File: src/rtl/wddl_pkg.sv
// Shared definitions for the pipelined WDDL dual-rail XOR tree.
// Phase encodings, operand-count bounds and tree sizing helpers.
package wddl_pkg;

  typedef enum logic [1:0] {
    PH_IDLE = 2'b00,
    PH_PRE  = 2'b01,
    PH_EVAL = 2'b10
  } phase_t;

  localparam int NUM_IN_MIN = 2;
  localparam int NUM_IN_MAX = 16;

  function automatic int half_up(input int n);
    return (n + 1) / 2;
  endfunction

  // Element count entering tree level k for n operands.
  function automatic int level_size(input int n, input int k);
    int c;
    c = n;
    for (int i = 0; i < k; i++) begin
      c = half_up(c);
    end
    return c;
  endfunction

endpackage

File: src/rtl/wddl_xor_tree_pipe_if.sv
// Operand/result bundle of the WDDL XOR tree.
// master drives operands and control, slave returns results and flags.
interface wddl_xor_tree_pipe_if #(
  parameter int WIDTH  = 8,
  parameter int NUM_IN = 6
);

  logic                    en;
  logic                    in_valid;
  logic [NUM_IN*WIDTH-1:0] d_p_in;
  logic [NUM_IN*WIDTH-1:0] d_n_in;
  logic                    err_clr;
  logic                    phase_eval;
  logic [WIDTH-1:0]        d_p_out;
  logic [WIDTH-1:0]        d_n_out;
  logic                    out_valid;
  logic                    err_pulse;
  logic                    err_sticky;

  modport master (
    output en,
    output in_valid,
    output d_p_in,
    output d_n_in,
    output err_clr,
    input  phase_eval,
    input  d_p_out,
    input  d_n_out,
    input  out_valid,
    input  err_pulse,
    input  err_sticky
  );

  modport slave (
    input  en,
    input  in_valid,
    input  d_p_in,
    input  d_n_in,
    input  err_clr,
    output phase_eval,
    output d_p_out,
    output d_n_out,
    output out_valid,
    output err_pulse,
    output err_sticky
  );

endinterface

File: src/rtl/wddl_phase_ctrl.sv
// Precharge/evaluate phase controller for the WDDL XOR tree.
// IDLE -> PRE -> EVAL -> PRE ... while en is high.
module wddl_phase_ctrl (
  input  logic clk,
  input  logic rst,
  input  logic en,
  output logic phase_eval,
  output logic phase_pre
);

  import wddl_pkg::*;

  phase_t state;
  phase_t state_nx;

  always_ff @(posedge clk) begin
    if (rst) begin
      state <= PH_IDLE;
    end else begin
      state <= state_nx;
    end
  end

  always_comb begin
    state_nx = state;
    unique case (state)
      PH_IDLE: state_nx = en ? PH_PRE : PH_IDLE;
      PH_PRE:  state_nx = en ? PH_EVAL : PH_IDLE;
      PH_EVAL: state_nx = en ? PH_PRE : PH_IDLE;
      default: state_nx = PH_IDLE;
    endcase
  end

  // Each decode is a single state flop bit.
  always_comb begin
    phase_eval = (state == PH_EVAL);
    phase_pre  = (state == PH_PRE);
  end

endmodule

File: src/rtl/wddl_xor2.sv
// Two-input WDDL dual-rail XOR cell.
// Positive-monotone on both rails, so a 0/0 precharge wave passes through.
module wddl_xor2 #(
  parameter int WIDTH = 8
) (
  input  logic [WIDTH-1:0] a_p,
  input  logic [WIDTH-1:0] a_n,
  input  logic [WIDTH-1:0] b_p,
  input  logic [WIDTH-1:0] b_n,
  output logic [WIDTH-1:0] y_p,
  output logic [WIDTH-1:0] y_n
);

  assign y_p = (a_p & b_n) | (a_n & b_p);
  assign y_n = (a_p & b_p) | (a_n & b_n);

endmodule

File: src/rtl/wddl_xor_tree_pipe.sv
// Pipelined N-input WDDL dual-rail XOR reduction tree.
// One register bank per level, advancing only in EVAL phases.
module wddl_xor_tree_pipe #(
  parameter int WIDTH  = 8,
  parameter int NUM_IN = 6
) (
  input logic           clk,
  input logic           rst,
  wddl_xor_tree_pipe_if.slave bus
);

  import wddl_pkg::*;

  localparam int LEVELS = $clog2(NUM_IN);

  if (NUM_IN < NUM_IN_MIN || NUM_IN > NUM_IN_MAX) begin : g_bad_num_in
    $error("wddl_xor_tree_pipe: NUM_IN out of range");
  end

  logic phase_eval;
  logic phase_pre;

  wddl_phase_ctrl u_phase (
    .clk        (clk),
    .rst        (rst),
    .en         (bus.en),
    .phase_eval (phase_eval),
    .phase_pre  (phase_pre)
  );

  for (genvar k = 0; k < LEVELS; k++) begin : g_lvl
    localparam int NI = level_size(NUM_IN, k);
    localparam int NO = half_up(NI);

    logic [WIDTH-1:0] ip   [NI];
    logic [WIDTH-1:0] in_n [NI];
    logic [WIDTH-1:0] cp   [NO];
    logic [WIDTH-1:0] cn   [NO];
    logic [WIDTH-1:0] rp   [NO];
    logic [WIDTH-1:0] rn   [NO];
    logic             vi;
    logic             v;

    if (k == 0) begin : g_src
      for (genvar i = 0; i < NI; i++) begin : g_op
        assign ip[i]   = bus.d_p_in[i*WIDTH +: WIDTH];
        assign in_n[i] = bus.d_n_in[i*WIDTH +: WIDTH];
      end
      assign vi = bus.in_valid;
    end else begin : g_src
      for (genvar i = 0; i < NI; i++) begin : g_op
        assign ip[i]   = g_lvl[k-1].rp[i];
        assign in_n[i] = g_lvl[k-1].rn[i];
      end
      assign vi = g_lvl[k-1].v;
    end

    for (genvar j = 0; j < NO; j++) begin : g_node
      if (2*j + 1 < NI) begin : g_pair
        wddl_xor2 #(.WIDTH(WIDTH)) u_xor (
          .a_p (ip[2*j]),
          .a_n (in_n[2*j]),
          .b_p (ip[2*j+1]),
          .b_n (in_n[2*j+1]),
          .y_p (cp[j]),
          .y_n (cn[j])
        );
      end else begin : g_pass
        assign cp[j] = ip[2*j];
        assign cn[j] = in_n[2*j];
      end
    end

    // Bubbles load an encoded zero so later levels stay complementary.
    always_ff @(posedge clk) begin
      if (rst) begin
        v <= 1'b0;
        for (int j = 0; j < NO; j++) begin
          rp[j] <= '0;
          rn[j] <= '0;
        end
      end else if (phase_eval) begin
        v <= vi;
        for (int j = 0; j < NO; j++) begin
          if (k == 0 && !vi) begin
            rp[j] <= '0;
            rn[j] <= '1;
          end else begin
            rp[j] <= cp[j];
            rn[j] <= cn[j];
          end
        end
      end
    end
  end

  logic [WIDTH-1:0] last_p;
  logic [WIDTH-1:0] last_n;
  logic             last_v;

  assign last_p = g_lvl[LEVELS-1].rp[0];
  assign last_n = g_lvl[LEVELS-1].rn[0];
  assign last_v = g_lvl[LEVELS-1].v;

  assign bus.phase_eval = phase_eval;
  assign bus.d_p_out    = phase_eval ? last_p : '0;
  assign bus.d_n_out    = phase_eval ? last_n : '0;
  assign bus.out_valid  = phase_eval & last_v;

  logic det_eval;
  logic det_pre;
  logic det;
  logic err_pulse;
  logic err_sticky;

  assign det_eval = phase_eval & bus.in_valid
                  & !(&(bus.d_p_in ^ bus.d_n_in));
  assign det_pre  = phase_pre & ((|bus.d_p_in) | (|bus.d_n_in));
  assign det      = det_eval | det_pre;

  // A fresh detection outranks a simultaneous clear.
  always_ff @(posedge clk) begin
    if (rst) begin
      err_pulse  <= 1'b0;
      err_sticky <= 1'b0;
    end else begin
      err_pulse  <= det;
      err_sticky <= det | (err_sticky & ~bus.err_clr);
    end
  end

  assign bus.err_pulse  = err_pulse;
  assign bus.err_sticky = err_sticky;

endmodule

File: src/flat_wrapper.sv
// flat-port wrapper written by rule: the top's interface ports become plain ports
module wddl_xor_tree_pipe_flat import wddl_pkg::*;
#(
  parameter int WIDTH  = 8,
  parameter int NUM_IN = 6
)
  (clk, rst, bus_en, bus_in_valid, bus_d_p_in, bus_d_n_in, bus_err_clr, bus_phase_eval, bus_d_p_out, bus_d_n_out, bus_out_valid, bus_err_pulse, bus_err_sticky);
  wddl_xor_tree_pipe_if #(.WIDTH(WIDTH), .NUM_IN(NUM_IN)) bus_i ();
  input logic clk;
  input logic rst;
  input wire logic [$bits(bus_i.en)-1:0] bus_en;
  input wire logic [$bits(bus_i.in_valid)-1:0] bus_in_valid;
  input wire logic [$bits(bus_i.d_p_in)-1:0] bus_d_p_in;
  input wire logic [$bits(bus_i.d_n_in)-1:0] bus_d_n_in;
  input wire logic [$bits(bus_i.err_clr)-1:0] bus_err_clr;
  output wire logic [$bits(bus_i.phase_eval)-1:0] bus_phase_eval;
  output wire logic [$bits(bus_i.d_p_out)-1:0] bus_d_p_out;
  output wire logic [$bits(bus_i.d_n_out)-1:0] bus_d_n_out;
  output wire logic [$bits(bus_i.out_valid)-1:0] bus_out_valid;
  output wire logic [$bits(bus_i.err_pulse)-1:0] bus_err_pulse;
  output wire logic [$bits(bus_i.err_sticky)-1:0] bus_err_sticky;
  assign bus_i.en = bus_en;
  assign bus_i.in_valid = bus_in_valid;
  assign bus_i.d_p_in = bus_d_p_in;
  assign bus_i.d_n_in = bus_d_n_in;
  assign bus_i.err_clr = bus_err_clr;
  assign bus_phase_eval = bus_i.phase_eval;
  assign bus_d_p_out = bus_i.d_p_out;
  assign bus_d_n_out = bus_i.d_n_out;
  assign bus_out_valid = bus_i.out_valid;
  assign bus_err_pulse = bus_i.err_pulse;
  assign bus_err_sticky = bus_i.err_sticky;
  wddl_xor_tree_pipe #(.WIDTH(WIDTH), .NUM_IN(NUM_IN)) u_core (.clk(clk), .rst(rst), .bus(bus_i));
endmodule
File: config.mk
export PLATFORM = sky130hd
export DESIGN_NAME = wddl_xor_tree_pipe_flat
export DESIGN_NICKNAME = d
export VERILOG_FILES = /design/src/rtl/wddl_pkg.sv /design/src/rtl/wddl_xor_tree_pipe_if.sv /design/src/rtl/wddl_phase_ctrl.sv /design/src/rtl/wddl_xor2.sv /design/src/rtl/wddl_xor_tree_pipe.sv /design/src/flat_wrapper.sv
export SDC_FILE = /design/constraint.sdc
export NUM_CORES = 1
export LEC_CHECK = 0
export BUFFER_PORTS_ARGS = -buffer_cell sky130_fd_sc_hd__buf_2
export CAP_MARGIN = 30
export CORE_MARGIN = 4
export CORE_UTILIZATION = 40
export CTS_BUF_LIST = sky130_fd_sc_hd__clkbuf_4
export DETAILED_ROUTE_END_ITERATION = 10
export PLACE_DENSITY = 0.76
export SKIP_CTS_REPAIR_TIMING = 1
export SYNTH_ARGS = -nofsm -noshare
export SYNTH_HDL_FRONTEND = slang
export SYNTH_SLANG_ARGS = --single-unit
File: constraint.sdc
create_clock -name clk -period 2.13 [get_ports clk]
set_input_delay 0.426 -clock clk [delete_from_list [all_inputs] [get_ports clk]]
set_output_delay 0.426 -clock clk [all_outputs]
set_load 0.03 [all_outputs]
After elaboration in Yosys (flattened, before gate mapping)
Memory sizes are Yosys's and may differ from the RTL's.
Index checks and enable logic that the tools add are counted.
{ "word_totals": {"wordCells": 116, "ram_bits": 96, "memories": 6, "register_bits": 7, "input_bits": 101} }
{ "memory_table": {"columns": ["name", "depth", "word_bits", "read_ports", "rd_clocked_by_memory_dff", "wr", "line_no", "source"], "rows": [
  ["u_core.g_lvl[0].rn", 3, 8, 3, 0, 3, "wddl_xor_tree_pipe.sv:40", "logic [WIDTH-1:0] rn [NO];"],
  ["u_core.g_lvl[0].rp", 3, 8, 3, 0, 3, "wddl_xor_tree_pipe.sv:39", "logic [WIDTH-1:0] rp [NO];"],
  ["u_core.g_lvl[1].rn", 2, 8, 2, 0, 2, "wddl_xor_tree_pipe.sv:40", null],
  ["u_core.g_lvl[1].rp", 2, 8, 2, 0, 2, "wddl_xor_tree_pipe.sv:39", null],
  ["u_core.g_lvl[2].rn", 1, 8, 1, 0, 1, "wddl_xor_tree_pipe.sv:40", null],
  ["u_core.g_lvl[2].rp", 1, 8, 1, 0, 1, "wddl_xor_tree_pipe.sv:39", null]
]} }
{ "op_classes": {"n_reduce_logical": 8, "n_mux": 38, "bitwise": 56, "n_eq_ne": 2} }
{ "op_table": {"columns": ["op", "n"], "rows": [
  ["bitwise AND 8 bit", 20],
  ["two-way mux 8 bit", 20],
  ["OR reduction 48 bit", 2],
  ["bitwise OR 8 bit", 10],
  ["AND reduction 48 bit", 1],
  ["bitwise XOR 48 bit", 1],
  ["bitwise OR 1 bit", 19],
  ["two-way mux 1 bit", 16],
  ["OR reduction 8 bit", 2],
  ["bitwise AND 1 bit", 5],
  ["case mux 2 bit (2 select lines)", 1],
  ["equality test 2 x 1 -> 1 bit, second input constant", 1],
  ["equality test 2 bit, second input constant", 1],
  ["zero test 2 bit", 1],
  ["two-way mux 2 bit", 1],
  ["OR reduction 2 bit", 1],
  ["zero test 1 bit", 1],
  ["NOT 1 bit", 1]
]} }

Logic depth before layout (Yosys ltp)
{ "logic_depth": {"ltp_word": 6, "depth_mapped": 6, "mapped_depth_nobuf": 6} }

Cells and area by module
Synthesis repeated with hierarchy kept, for this count alone.
{ "hier_totals": {"cells_unflattened": 460, "area_unflattened_um2": 5347.6} }
{ "modules_own_cells": {"columns": ["mod", "n_inst", "cells_per_inst", "seq_area_each_um2", "area_each_um2"], "rows": [
  ["wddl_xor_tree_pipe", 1, 374, 2982.9, 4569.4],
  ["wddl_xor2", 5, 16, 0.0, 140.1],
  ["wddl_phase_ctrl", 1, 6, 40.0, 77.6]
]} }

Worst setup path after synthesis
OpenSTA, ideal clock, no wires.
{ "synth_timing": {"path_type": "input to register", "start": "input port bus_d_n_in[10]", "end": "register u_core.err_sticky (netlist: u_core.bus.err_sticky)", "arrival_ns": 2.046, "required_time_ns": 2.010, "stages": 6, "setup_ns": 0.120, "setup_slack_ns": -0.036, "path_cell_list": "o22ai_1 or4_1 or4_1 nor4_2 o32ai_1 or2_1"} }
{ "synth_via": {"elab_chain_cells": 6, "word_cells_on_any_way": 9, "cone_classes": "bitwise (6); reduce/logical (3)"} }
{ "synth_lines": {"columns": ["element", "line_no", "source"], "rows": [
  ["from (decl)", "flat_wrapper.sv:14", "input wire logic [$bits(bus_i.d_n_in)-1:0] bus_d_n_in;"],
  ["bitwise XOR 48 bit", "wddl_xor_tree_pipe.sv:117", "& !(&(bus.d_p_in ^ bus.d_n_in));"],
  ["AND reduction 48 bit", "wddl_xor_tree_pipe.sv:117", null],
  ["zero test 1 bit", "wddl_xor_tree_pipe.sv:117", null],
  ["bitwise AND 1 bit", "wddl_xor_tree_pipe.sv:117", null],
  ["bitwise OR 1 bit (*)", "wddl_xor_tree_pipe.sv:119", "assign det = det_eval | det_pre;"],
  ["bitwise OR 1 bit (*)", "wddl_xor_tree_pipe.sv:128", "err_sticky <= det | (err_sticky & ~bus.err_clr);"],
  ["to (signal assigned)", "wddl_xor_tree_pipe.sv:128", null],
  ["to (decl)", "wddl_xor_tree_pipe.sv:114", "logic err_sticky;"]
]} }
Every way passes the cells marked *; elsewhere a longest branch is shown, timed or not.
A chain may end at the register's enable or synchronous reset.

Worst setup path after layout
{ "layout_timing": {"start": "register u_core.u_phase.state[1]", "end": "output port bus_d_n_out[6]"} }
{ "layout_via": {"elab_chain_cells": 2} }
{ "layout_lines": {"columns": ["element", "line_no", "source"], "rows": [
  ["from (decl)", "wddl_phase_ctrl.sv:13", "phase_t state;"],
  ["from (signal assigned)", "wddl_phase_ctrl.sv:20", "state <= state_nx;"],
  ["equality test 2 bit", "wddl_phase_ctrl.sv:36", "phase_eval = (state == PH_EVAL);"],
  ["two-way mux 8 bit", "wddl_xor_tree_pipe.sv:107", "assign bus.d_n_out = phase_eval ? last_n : '0;"],
  ["to (decl)", "flat_wrapper.sv:18", "output wire logic [$bits(bus_i.d_n_out)-1:0] bus_d_n_out;"]
]} }
No other way between the ends.

==> flow_summary.toml <==
[drt]
drt_first_iter_violations = 475
ant_nets = 0
vias = 4631
routed_via_density = 5.72
route.detailed.drc = 0
first_pass_iters = 5
finalWirelength_um = 16300
drt-wirelength-per-cell_um = 20.1

[synth]
synth_nets = 529
netlist_area_mm2 = 0.00501
synth_most_common_cell = "edfxtp_1"
yosys_warnings = 0
synth.avg_cell_area_um2 = 11.7
yosys-top-cells-count = "edfxtp_1 (96), a22oi_1 (90), nor2_1 (62)"
synth_top_family_by_area = "compound AO/OA/AOI/OAI gates"
synth-seq-cells = 103
synthMuxAreaShare_pct = 0.399
synthArstFlopShare_pct = 0
synth_top_cell_by_area = "edfxtp_1"
synth_cell_type_count = 32
synth_simple_gate_area_share_pct = 16.0
yosys.area.top_type_share_pct = 57.5
synth-compound-area-share_pct = 19.6
synth_fa_ha_area_share_pct = 0
ys_seq_area_share_pct = 60.3
ys_top_cells_by_area = "edfxtp_1 (57%), a22oi_1 (13%), nor2_1 (4.6%), and2_1 (4.1%), nor4_1 (3.6%)"
synth_edf_count = 96
synth_xor_area_share_pct = 2.45
synth_top_flop_cell = "edfxtp_1"
netlist_instances = 428

[cells_and_area]
multi_input_area_mm2 = 0.00194
design_area_mm2 = 0.00664
regArea_mm2 = 0.00302
areaGrowthSynthToFinish_pct = 32.5
final_nets = 737
fin_util_pct = 54.6
antenna_cells = 0
fillers = 1096
layout-drive-gt1-share_pct = 36.7

[power]
leakage_nw = 2.63
power_mw = 4.02
ir_worst_vdd_v = 0.000217
powerDensity_mw_per_mm2 = 606

[sta]
setup_viol = 0
clock-skew-final_ns = 0.0152
period_needed_ns = 2.02
fin_tns_setup_ns = 0
worstMarginPinSlew_ns = 0.540
rsz0062_at_grt = "false"
setup_ws_ns = 0.114
timing.fmax_mhz = 496
hold_violations = 0
finalCritPeriodShare_pct = 94.6
relSlewSlack_pct = 63.7
drv_slew = 0

[floorplan]
die_y_um = 120
die_w_um = 120
rows = 40
dieArea_mm2 = 0.0144
ioPinCount = 121
core_area_mm2 = 0.0122
start_util_pct = 41.2

[grt]
antenna_found_initial = 0
grt_overflow = 0
grt_pass1_wl_um = 24900
grt_pass1_vias = 4551
grt_usage_pct = 22.6
grt_max_degree = 41

[placement]
pre_cts_slack_ns = -0.261
dpl.hpwl_um = 13100
placed_area_mm2 = 0.00649
gp_congestion = 0.988
port_buffers = 120

[clock_tree]
clk_pin_slew_ns = 0.15
ctsLongestPathBuffers = 2
cts-root-buf = "clkbuf_4"
cts.sinks = 103
clock_latency_ns = 0.46
cts_buffers = 9
cts_tree = "yes"
cts_max_level = 3

[critical_path]
worstPathRequired_ns = 1.70
critPathLaunchType = "flip-flop"
worstSetupEndpointType = "primary output"
crit_arrival_ns = 1.59
critPathKind = "flip-flop to primary output"
path_max_fanout = 17

[worst_hold_path]
hp-class = "input port to flip-flop"

[outcome]
status = "finished, final reports clean"

[job]
max-cap-violations = 0
==> cell type report <==
class	instances	share of cell area [%]
multi-input combinational	308	29.2
tap	168	3.16
timing repair buffer	213	19.9
clock buffer	11	1.24
clock inverter	5	0.960
sequential	103	45.5
inverter	1	0.0565
==> cells by family (layout without fill, tap and decap cells) <==
kind of cell | count (synthesis) | count (layout)
buffers and inverters | 17 | 230
xor gates and xnor gates | 14 | 14
AOI/OAI and AO/OA | 140 | 140
and+or+nand+nor | 152 | 152
muxes | 2 | 2
DFF | 103 | 103
==> metal layers <==
metal | wire length, um | vias to the layer above | track usage, %
met1 | 6750 | 2200 | 30.6
met5 | 0 | - | 0
met3 | 1460 | 22 | 4.71
met2 | 7740 | 260 | 37.0
met4 | 339 | 0 | 6.51
li1 | - | 2149 | -
==> power breakdown <==
group / switching (mW) / total, mW / internal (mW)
Clock: 0.648 / 1.05 / 0.398
Sequential: 0.0385 / 2.33 / 2.29
Combinational: 0.356 / 0.647 / 0.291
==> critical path, cell delays in order, from the launching register on <==
cell     delay, ns
dfxtp_1       0.38
nor2b_4       0.22
buf_4         0.20
and2_1        0.13
buf_2         0.19
==> final timing paths <==
check	from	slack, ns	depth (start not counted)	end
max	u_core.u_phase.state[1]$_SDFF_PP0_	0.11	4	bus_d_n_out[6]
min	bus_en	0.20	3	u_core.u_phase.state[0]$_SDFF_PP0_
max reg2reg	u_core.u_phase.state[1]$_SDFF_PP0_	0.46	5	u_core.g_lvl[0].rp[0][4]$_SDFFCE_PN0P_
min reg2reg	u_core.g_lvl[0].v$_SDFFE_PP0N_	0.50	2	u_core.g_lvl[0].v$_SDFFE_PP0N_
==> state kept, by name, indices dropped and copies added (netlist names) <==
signal	cells
u_core.g_lvl.rn	48
u_core.g_lvl.rp	48
u_core.g_lvl.v	3
u_core.u_phase.state	2
u_core.bus.err_pulse	1
u_core.bus.err_sticky	1
==> through the flow <==
stage,instances,hold slack (ns)
floorplan,428,0.414
global placement,793,0.421
detailed placement,793,0.432
CTS,809,0.177
global route,809,0.187
finish,809,0.198
==> cell usage in the layout, fill, tap and decap left out, drive strengths merged, types with 2 or more instances in the layout <==
cell type  count
buf          213
edfxtp        96
a22oi         90
nor2          62
and2          33
nor4          30
a21oi         24
o22ai         15
xnor2         14
nand4         11
clkbuf        11
dfxtp          7
a221oi         4
or2            4
inv            4
or4            3
nand2b         3
a22o           2
mux2i          2
nor2b          2
Power figures use the tool's default switching activity.
